$ cat src/rtl/hwt_vector_sequencer.sv
// Sequencing controller for a 4-input logic cell (A..D -> Y).
// Sweeps all sixteen input vectors for a configurable number of passes,
// holds each vector for a settle window, samples the cell output and
// compares it against the golden function Y = D & ((A & B) | C).
// Reports a saturating mismatch count, the first failing vector and a
// trojan flag.
module hwt_vector_sequencer #(
    parameter int SETTLE_CYCLES = 2,
    parameter int NUM_PASSES    = 1,
    parameter int ERR_W         = 8
) (
    input  logic             clk,
    input  logic             rst_n,
    input  logic             start,
    input  logic             abort,
    output logic             dut_a,
    output logic             dut_b,
    output logic             dut_c,
    output logic             dut_d,
    input  logic             dut_y,
    output logic             busy,
    output logic             done,
    output logic [ERR_W-1:0] err_cnt,
    output logic [3:0]       first_fail_vec,
    output logic             trojan_flag
);

    typedef enum logic [1:0] {
        IDLE   = 2'd0,
        APPLY  = 2'd1,
        SAMPLE = 2'd2,
        DONE   = 2'd3
    } state_t;

    localparam logic [3:0]       SETTLE_INIT = 4'(SETTLE_CYCLES - 1);
    localparam logic [3:0]       LAST_PASS   = 4'(NUM_PASSES - 1);
    localparam logic [ERR_W-1:0] ERR_MAX     = {ERR_W{1'b1}};

    state_t           state_reg;
    logic [3:0]       vec_reg;
    logic [3:0]       pass_reg;
    logic [3:0]       settle_reg;
    logic [3:0]       dut_vec_reg;
    logic             dut_y_reg;
    logic             busy_reg;
    logic             done_reg;
    logic [ERR_W-1:0] err_cnt_reg;
    logic [3:0]       first_fail_vec_reg;
    logic             trojan_flag_reg;

    logic             golden_y;
    logic             mismatch;

    // Expected cell response for the vector currently being exercised.
    assign golden_y = vec_reg[3] & ((vec_reg[0] & vec_reg[1]) | vec_reg[2]);
    assign mismatch = (dut_y_reg != golden_y);

    assign dut_a          = dut_vec_reg[0];
    assign dut_b          = dut_vec_reg[1];
    assign dut_c          = dut_vec_reg[2];
    assign dut_d          = dut_vec_reg[3];
    assign busy           = busy_reg;
    assign done           = done_reg;
    assign err_cnt        = err_cnt_reg;
    assign first_fail_vec = first_fail_vec_reg;
    assign trojan_flag    = trojan_flag_reg;

    // Capture the cell output so the comparison never sees a combinational path
    // through the cell; the value taken on the APPLY->SAMPLE edge is the one used.
    always_ff @(posedge clk) begin
        if (!rst_n) begin
            dut_y_reg <= 1'b0;
        end else begin
            dut_y_reg <= dut_y;
        end
    end

    // Main sequencer: state, sweep counters, cell drive and result registers.
    always_ff @(posedge clk) begin
        if (!rst_n) begin
            state_reg          <= IDLE;
            vec_reg            <= 4'd0;
            pass_reg           <= 4'd0;
            settle_reg         <= 4'd0;
            dut_vec_reg        <= 4'd0;
            busy_reg           <= 1'b0;
            done_reg           <= 1'b0;
            err_cnt_reg        <= '0;
            first_fail_vec_reg <= 4'd0;
            trojan_flag_reg    <= 1'b0;
        end else begin
            done_reg <= 1'b0;
            case (state_reg)
                IDLE: begin
                    dut_vec_reg <= 4'd0;
                    busy_reg    <= 1'b0;
                    if (start && !abort) begin
                        state_reg          <= APPLY;
                        busy_reg           <= 1'b1;
                        vec_reg            <= 4'd0;
                        pass_reg           <= 4'd0;
                        settle_reg         <= SETTLE_INIT;
                        dut_vec_reg        <= 4'd0;
                        err_cnt_reg        <= '0;
                        first_fail_vec_reg <= 4'd0;
                        trojan_flag_reg    <= 1'b0;
                    end
                end

                APPLY: begin
                    if (abort) begin
                        state_reg   <= IDLE;
                        busy_reg    <= 1'b0;
                        dut_vec_reg <= 4'd0;
                    end else if (settle_reg != 4'd0) begin
                        settle_reg <= settle_reg - 4'd1;
                    end else begin
                        state_reg <= SAMPLE;
                    end
                end

                SAMPLE: begin
                    if (abort) begin
                        // The sample taken in this cycle is dropped on abort.
                        state_reg   <= IDLE;
                        busy_reg    <= 1'b0;
                        dut_vec_reg <= 4'd0;
                    end else begin
                        if (mismatch) begin
                            if (err_cnt_reg != ERR_MAX) begin
                                err_cnt_reg <= err_cnt_reg + ERR_W'(1);
                            end
                            if (!trojan_flag_reg) begin
                                first_fail_vec_reg <= vec_reg;
                            end
                            trojan_flag_reg <= 1'b1;
                        end
                        if (vec_reg != 4'hF) begin
                            state_reg   <= APPLY;
                            vec_reg     <= vec_reg + 4'd1;
                            dut_vec_reg <= vec_reg + 4'd1;
                            settle_reg  <= SETTLE_INIT;
                        end else if (pass_reg != LAST_PASS) begin
                            state_reg   <= APPLY;
                            vec_reg     <= 4'd0;
                            dut_vec_reg <= 4'd0;
                            pass_reg    <= pass_reg + 4'd1;
                            settle_reg  <= SETTLE_INIT;
                        end else begin
                            state_reg   <= DONE;
                            dut_vec_reg <= 4'd0;
                            done_reg    <= 1'b1;
                        end
                    end
                end

                DONE: begin
                    state_reg   <= IDLE;
                    busy_reg    <= 1'b0;
                    dut_vec_reg <= 4'd0;
                end

                default: begin
                    state_reg   <= IDLE;
                    busy_reg    <= 1'b0;
                    dut_vec_reg <= 4'd0;
                end
            endcase
        end
    end

endmodule

$ cat config.mk
export PLATFORM = sky130hd
export DESIGN_NAME = hwt_vector_sequencer
export DESIGN_NICKNAME = d
export VERILOG_FILES = /design/src/rtl/hwt_vector_sequencer.sv
export SDC_FILE = /design/constraint.sdc
export NUM_CORES = 1
export LEC_CHECK = 0
export ABC_AREA = 0
export CORE_ASPECT_RATIO = 0.75
export CORE_MARGIN = 2
export CORE_UTILIZATION = 40
export CTS_BUF_LIST = sky130_fd_sc_hd__clkbuf_8
export DETAILED_ROUTE_END_ITERATION = 8
export PLACE_DENSITY = 0.69
export SYNTH_ARGS = -nofsm -noshare
export SYNTH_HDL_FRONTEND = slang
export SYNTH_SLANG_ARGS = --single-unit
$ cat constraint.sdc
create_clock -name clk -period 2.4 [get_ports clk]
set_input_delay 0.24 -clock clk [delete_from_list [all_inputs] [get_ports clk]]
set_output_delay 0.24 -clock clk [all_outputs]
set_load 0.01 [all_outputs]
==> results.yml, run 1 <==
setup_path:
  crit_type: "register to register"
  cp_cell_sequence: "ha_1, inv_1, ha_1, nor2b_4, xnor2_1, a2111oi_0, a311o_1"
  crit_path_max_incr_delay_ns: 0.59
  crit_buf_inv: 1
  r2r_slack_ns: 0.17
  cp.required_ns: 2.58
  cpLargestDelayFamily: "XOR/XNOR gates"
  crit_path_frequent_cell: "ha_1"
  cp.arrival_ns: 2.41
  slowest_stage: "xnor2_1"
  crit_fanout: 9
  cp-start-kind: "register"
  crit_path_end_kind: "register"
yosys:
  synth_cells: 241
  ys_seq_elements: 34
  synth-compound-area-share: 0.214
  synth_commonest_cells: "dfxtp_1, nand2_1, nand3_1"
  synth_top_family_by_area: "simple AND/OR/NAND/NOR gates"
  synth_most_common_cell: "dfxtp_1"
  synth_seq_area_share: 0.336
  synthXorXnorAreaFrac: 0.00864
  synthArstFlopShare: 0
  yosys.area.top_type: "dfxtp_1"
  synthSimpleGateAreaFrac: 0.281
  synth_ff_type: "dfxtp_1"
  synth_top_area_share: 0.336
  ys_warn_count: 0
  synth_edf_count: 0
  synthTopCellsByArea: "dfxtp_1, ha_1, nand3_1"
  synth_nets: 257
  netlist_area_sq_um: 2030
  synth_fa_ha_area_frac: 0.0679
  avgSynthCellArea_sq_um: 8.42
  synth_cell_types: 56
  synthMuxAreaShare: 0.0352
clock_network:
  cts-root-buf: "clkbuf_8"
  worstSkewPairLatency_ns: 0.29
  cts_tree: "built"
  cts_setup_buffers: 0
  path_clk_slew_ns: 0.06
  hold_buffers: 0
  numCtsBuffers: 5
  cts.sinks: 34
  cts_resized: 0
  clock_path_buffers: 2
  htreeDepth: 2
floorplan:
  rows: 22
  io_pins: 24
  core_sq_um: 4900
  initial_core_util: 0.414
  die_area_sq_um: 5660
  die_h_microns: 65.7
  die_width_microns: 86.2
sta:
  maxSlewHeadroom: 0.502
  finalCritPeriodShare: 0.929
  tns_ns: 0
  clock_skew_ns: 0.00495
  rsz0062_at_grt: "no"
  fmax_mhz: 448
  finalHoldViolCount: 0
  max_slew.worst_pin.slew_ns: 0.741
  min_period_ns: 2.23
  setup_violations: 0
  slew_violations: 0
layout:
  nNetsFinal: 287
  stdcell_count: 330
  fillerInstances: 471
  diodes: 0
  multiInputGateArea_sq_um: 1230
  final-seq-area_sq_um: 681
  area_growth_pct: 20.4
  stdcell_area_sq_um: 2440
  largest_reg_flops: 8
  drive_gt1_frac: 0.0963
route:
  wl_per_cell_microns: 14.5
  dr.first_iter.drc_count: 150
  drc: 0
  first_pass_iters: 5
  via_count: 1886
  drt-total-wl_microns: 4790
  avgViaCountPerCell: 5.72
  antenna_left: 0
job:
  cap_violations: 0
grt:
  grt_usage: 0.184
  grt_overflow_total: 0
  grt_pass1_wl_microns: 8250
  grt_max_degree: 24
  antenna_found_initial: 0
  grt_pass1_vias: 1672
place:
  dp_hpwl_microns: 3490
  port_buffers: 23
  placed_area_sq_um: 2360
  place_congestion: 0.906
  dp.cells: 324
status:
  outcome: "finished, final reports clean"
power:
  worst_ir_drop_vdd_v: 0.000328
  leakage_uw: 0.000871
  power.density_nw_per_um2: 507
hold_path:
  hold_path_class: "register to register"
final timing paths:
kind	cells after the start	startpoint	end
max	7	vec_reg[0]	first_fail_vec[0]
min reg2reg	2	dut_vec_reg[2]	dut_vec_reg[2]
min	2	dut_vec_reg[2]	dut_vec_reg[2]
max reg2reg	7	vec_reg[0]	first_fail_vec[0]
final cells by class:
cell class	instances	share of cell area
clock buffer	6	0.0338
timing repair buffer	36	0.134
inverter	12	0.0184
multi-input combinational	182	0.504
sequential	34	0.279
tap	60	0.0307
where the power goes:
part | switching [uW] | internal (uW)
Clock | 196 | 221
Sequential | 12.4 | 579
Combinational | 134 | 96.8
Total | 342 | 897
worst register-to-register path, cell delays in order, from the launching register on:
cell       delay, ns
dfxtp_1         0.36
ha_1            0.25
inv_1           0.09
ha_1            0.20
nor2b_4         0.06
xnor2_1         0.59
a2111oi_0       0.23
a311o_1         0.34
layout by cell type, fill, tap and decap left out, drive strengths merged, types with 2 or more instances in the layout:
cell and instances:
dfxtp 34, clkdlybuf4s50 23, nand2 21, nand3 19, nor2 15, buf 13
inv 12, a21oi 12, ha 11, o21ai 9, nand2b 7, mux2i 6
a311o 6, a211oi 6, clkbuf 6, and2 5, nor2b 5, a2111oi 4
and3 4, nand4 4, nand4b 4, nor3 4, and4 3, a22oi 3
a21o 3, or4 2, nand3b 2, o221a 2, o211ai 2, or2 2
metrics by stage:
| step | util | worst slack (ns) | total power [uW] | hold WS, ns |
|---|---|---|---|---|
| 2_1_floorplan | - | 0.453 | 763 | 0.367 |
| 3_3_place_gp | 0.482 | 0.294 | 830 | 0.448 |
| 3_5_place_dp | 0.482 | 0.218 | 830 | 0.450 |
| 4_1_cts | 0.498 | 0.200 | 1250 | 0.463 |
| 5_1_grt | 0.498 | 0.000244 | 1310 | 0.493 |
| 6_report | 0.498 | 0.170 | 1240 | 0.454 |
cell families (layout without fill, tap and decap cells):
logic type                 after synthesis  in the layout
and+or+nand+nor                        103            103
AOI/OAI and AO/OA                       59             59
DFF                                     34             34
buffers and inverters                   25             54
adders and majority gates               11             11
muxes                                    7              7
xor gates and xnor gates                 2              2
layer usage:
layer,GRT usage,vias to the layer above,wire (microns)
li1,-,954,-
met1,0.295,866,2530
met2,0.232,59,1820
met3,0.0515,7,384
met4,0.0469,0,57
met5,0,-,0
Power figures use the tool's default switching activity.
==> run 2, diff against run 1 <==
--- a/config.mk
+++ b/config.mk
@@ -11,7 +11,7 @@
 export CORE_UTILIZATION = 40
 export CTS_BUF_LIST = sky130_fd_sc_hd__clkbuf_8
 export DETAILED_ROUTE_END_ITERATION = 8
-export PLACE_DENSITY = 0.69
+export PLACE_DENSITY_LB_ADDON = 0.1
 export SYNTH_ARGS = -nofsm -noshare
 export SYNTH_HDL_FRONTEND = slang
 export SYNTH_SLANG_ARGS = --single-unit
==> run 2 against run 1 <==
Clock power rose by 8.2%. Count of clock-buffer cells in the layout did not move. Clock skew rose by 0.0019 ns. Sequential power barely moved. Maximum frequency rose by 1.2%. Routed wire length rose by 3.7%. Die area did not move. Largest power group unchanged.
==> results.yml, run 2 (same netlist as run 1, synthesis figures left out) <==
clock_network:
  cts_resized: 0
  path_clk_slew_ns: 0.08
  cts-root-buf: "clkbuf_8"
  clock_path_buffers: 2
  htreeDepth: 2
  cts_setup_buffers: 0
  hold_buffers: 0
  cts_tree: "built"
  numCtsBuffers: 5
  worstSkewPairLatency_ns: 0.28
  cts.sinks: 34
power:
  worst_ir_drop_vdd_v: 0.000260
  power.net_switching_uw: 370
  p_seq_frac: 0.464
  power.density_nw_per_um2: 520
  leakage_uw: 0.000871
  intPower_uw: 905
  combPwrFrac: 0.182
  switching_share: 0.290
  clock_power_share: 0.354
route:
  drt-total-wl_microns: 4970
  avgViaCountPerCell: 5.62
  drc: 0
  wl_met1_microns: 2710
  first_pass_iters: 5
  wl_met2_microns: 2030
  dr.first_iter.drc_count: 71
  wl_per_cell_microns: 15.1
  via_count: 1855
  wl_met3_microns: 216
  top_layer_used: "met4"
  antenna_left: 0
sta:
  layout_setup_ws_ns: 0.197
  clock_skew_ns: 0.00681
  finalHoldViolCount: 0
  rsz0062_at_grt: "no"
  slew_violations: 0
  maxSlewHeadroom: 0.548
  tns_ns: 0
  min_period_ns: 2.20
  whs_ns: 0.460
  fmax_mhz: 454
  finalCritPeriodShare: 0.918
  max_slew.worst_pin.slew_ns: 0.673
  setup_violations: 0
layout:
  area_growth_pct: 20.9
  finish.utilization: 0.501
  drive_gt1_frac: 0.0963
  final_cell_mix: "dfxtp_1, clkdlybuf4s50_1, nand2_1"
  final_common_cell: "dfxtp_1"
  nNetsFinal: 285
  multiInputGateArea_sq_um: 1230
  stdcell_area_sq_um: 2450
  final-seq-area_sq_um: 681
  diodes: 0
  fillerInstances: 487
  largest_reg_flops: 8
setup_path:
  crit_path_end_kind: "register"
  slowest_stage: "xnor2_1"
  crit_fanout: 9
  crit_path_frequent_cell: "ha_1"
  cp.arrival_ns: 2.38
  cp-start-kind: "register"
  cp_cell_sequence: "ha_1, inv_1, ha_1, nor2b_4, xnor2_1, a2111oi_0, a311o_1"
  crit_type: "register to register"
  crit_path_max_incr_delay_ns: 0.54
  cp.required_ns: 2.58
  r2r_slack_ns: 0.20
floorplan:
  die_width_microns: 86.2
  die_h_microns: 65.7
  die_area_sq_um: 5660
  initial_core_util: 0.414
  rows: 22
  core_sq_um: 4900
  io_pins: 24
place:
  place_ws_ns: 0.201
  place_congestion: 0.846
  placed_area_sq_um: 2360
  port_buffers: 23
  dp_hpwl_microns: 3680
grt:
  grt_pass1_vias: 1665
  grt_pass1_wl_microns: 8020
  grt_usage: 0.180
  grt_max_degree: 23
  antenna_found_initial: 0
  grt_overflow_total: 0
job:
  cap_violations: 0
hold_path:
  hold_path_class: "register to register"
status:
  outcome: "finished, final reports clean"
run 2: path summary, 6_finish.rpt:
| check | cells past startpoint | to | from |
|---|---|---|---|
| setup / recovery | 7 | first_fail_vec[0] | vec_reg[0] |
| hold / removal | 2 | dut_vec_reg[2] | dut_vec_reg[2] |
| setup reg to reg | 7 | first_fail_vec[0] | vec_reg[0] |
| hold reg to reg | 2 | dut_vec_reg[2] | dut_vec_reg[2] |
run 2: cell type report:
cell class                 count  area share
multi-input combinational    182       0.502
sequential                    34       0.278
timing repair buffer          34       0.133
clock buffer                   6      0.0337
tap                           60      0.0306
inverter                      12      0.0184
clock inverter                 2     0.00510
run 2: power by group through the flow:
stage	combinational (uW)	sequential, uW	clock (uW)
4_1_cts	230	591	458
3_5_place_dp	229	604	0
5_1_grt	258	593	486
2_1_floorplan	161	602	0
6_report	232	591	451
3_3_place_gp	231	604	0
run 2: critical path: cells and delay by family (launching register included):
family,cells,cell delay (ns)
buffers and inverters,1,0.08
DFF,1,0.37
and+or+nand+nor,1,0.06
adders and majority gates,2,0.46
xor gates and xnor gates,1,0.54
AOI/OAI and AO/OA,2,0.58
run 2: metrics by stage:
stage,power [uW],std cells
CTS,1280,330
floorplan,763,241
finish,1270,330
detailed placement,833,322
global route,1340,330
global placement,835,322
run 2: layer usage:
metal	track usage	vias to the layer above
li1	-	956
met1	0.271	868
met2	0.261	29
met3	0.0402	2
met4	0.0352	0
met5	0	-
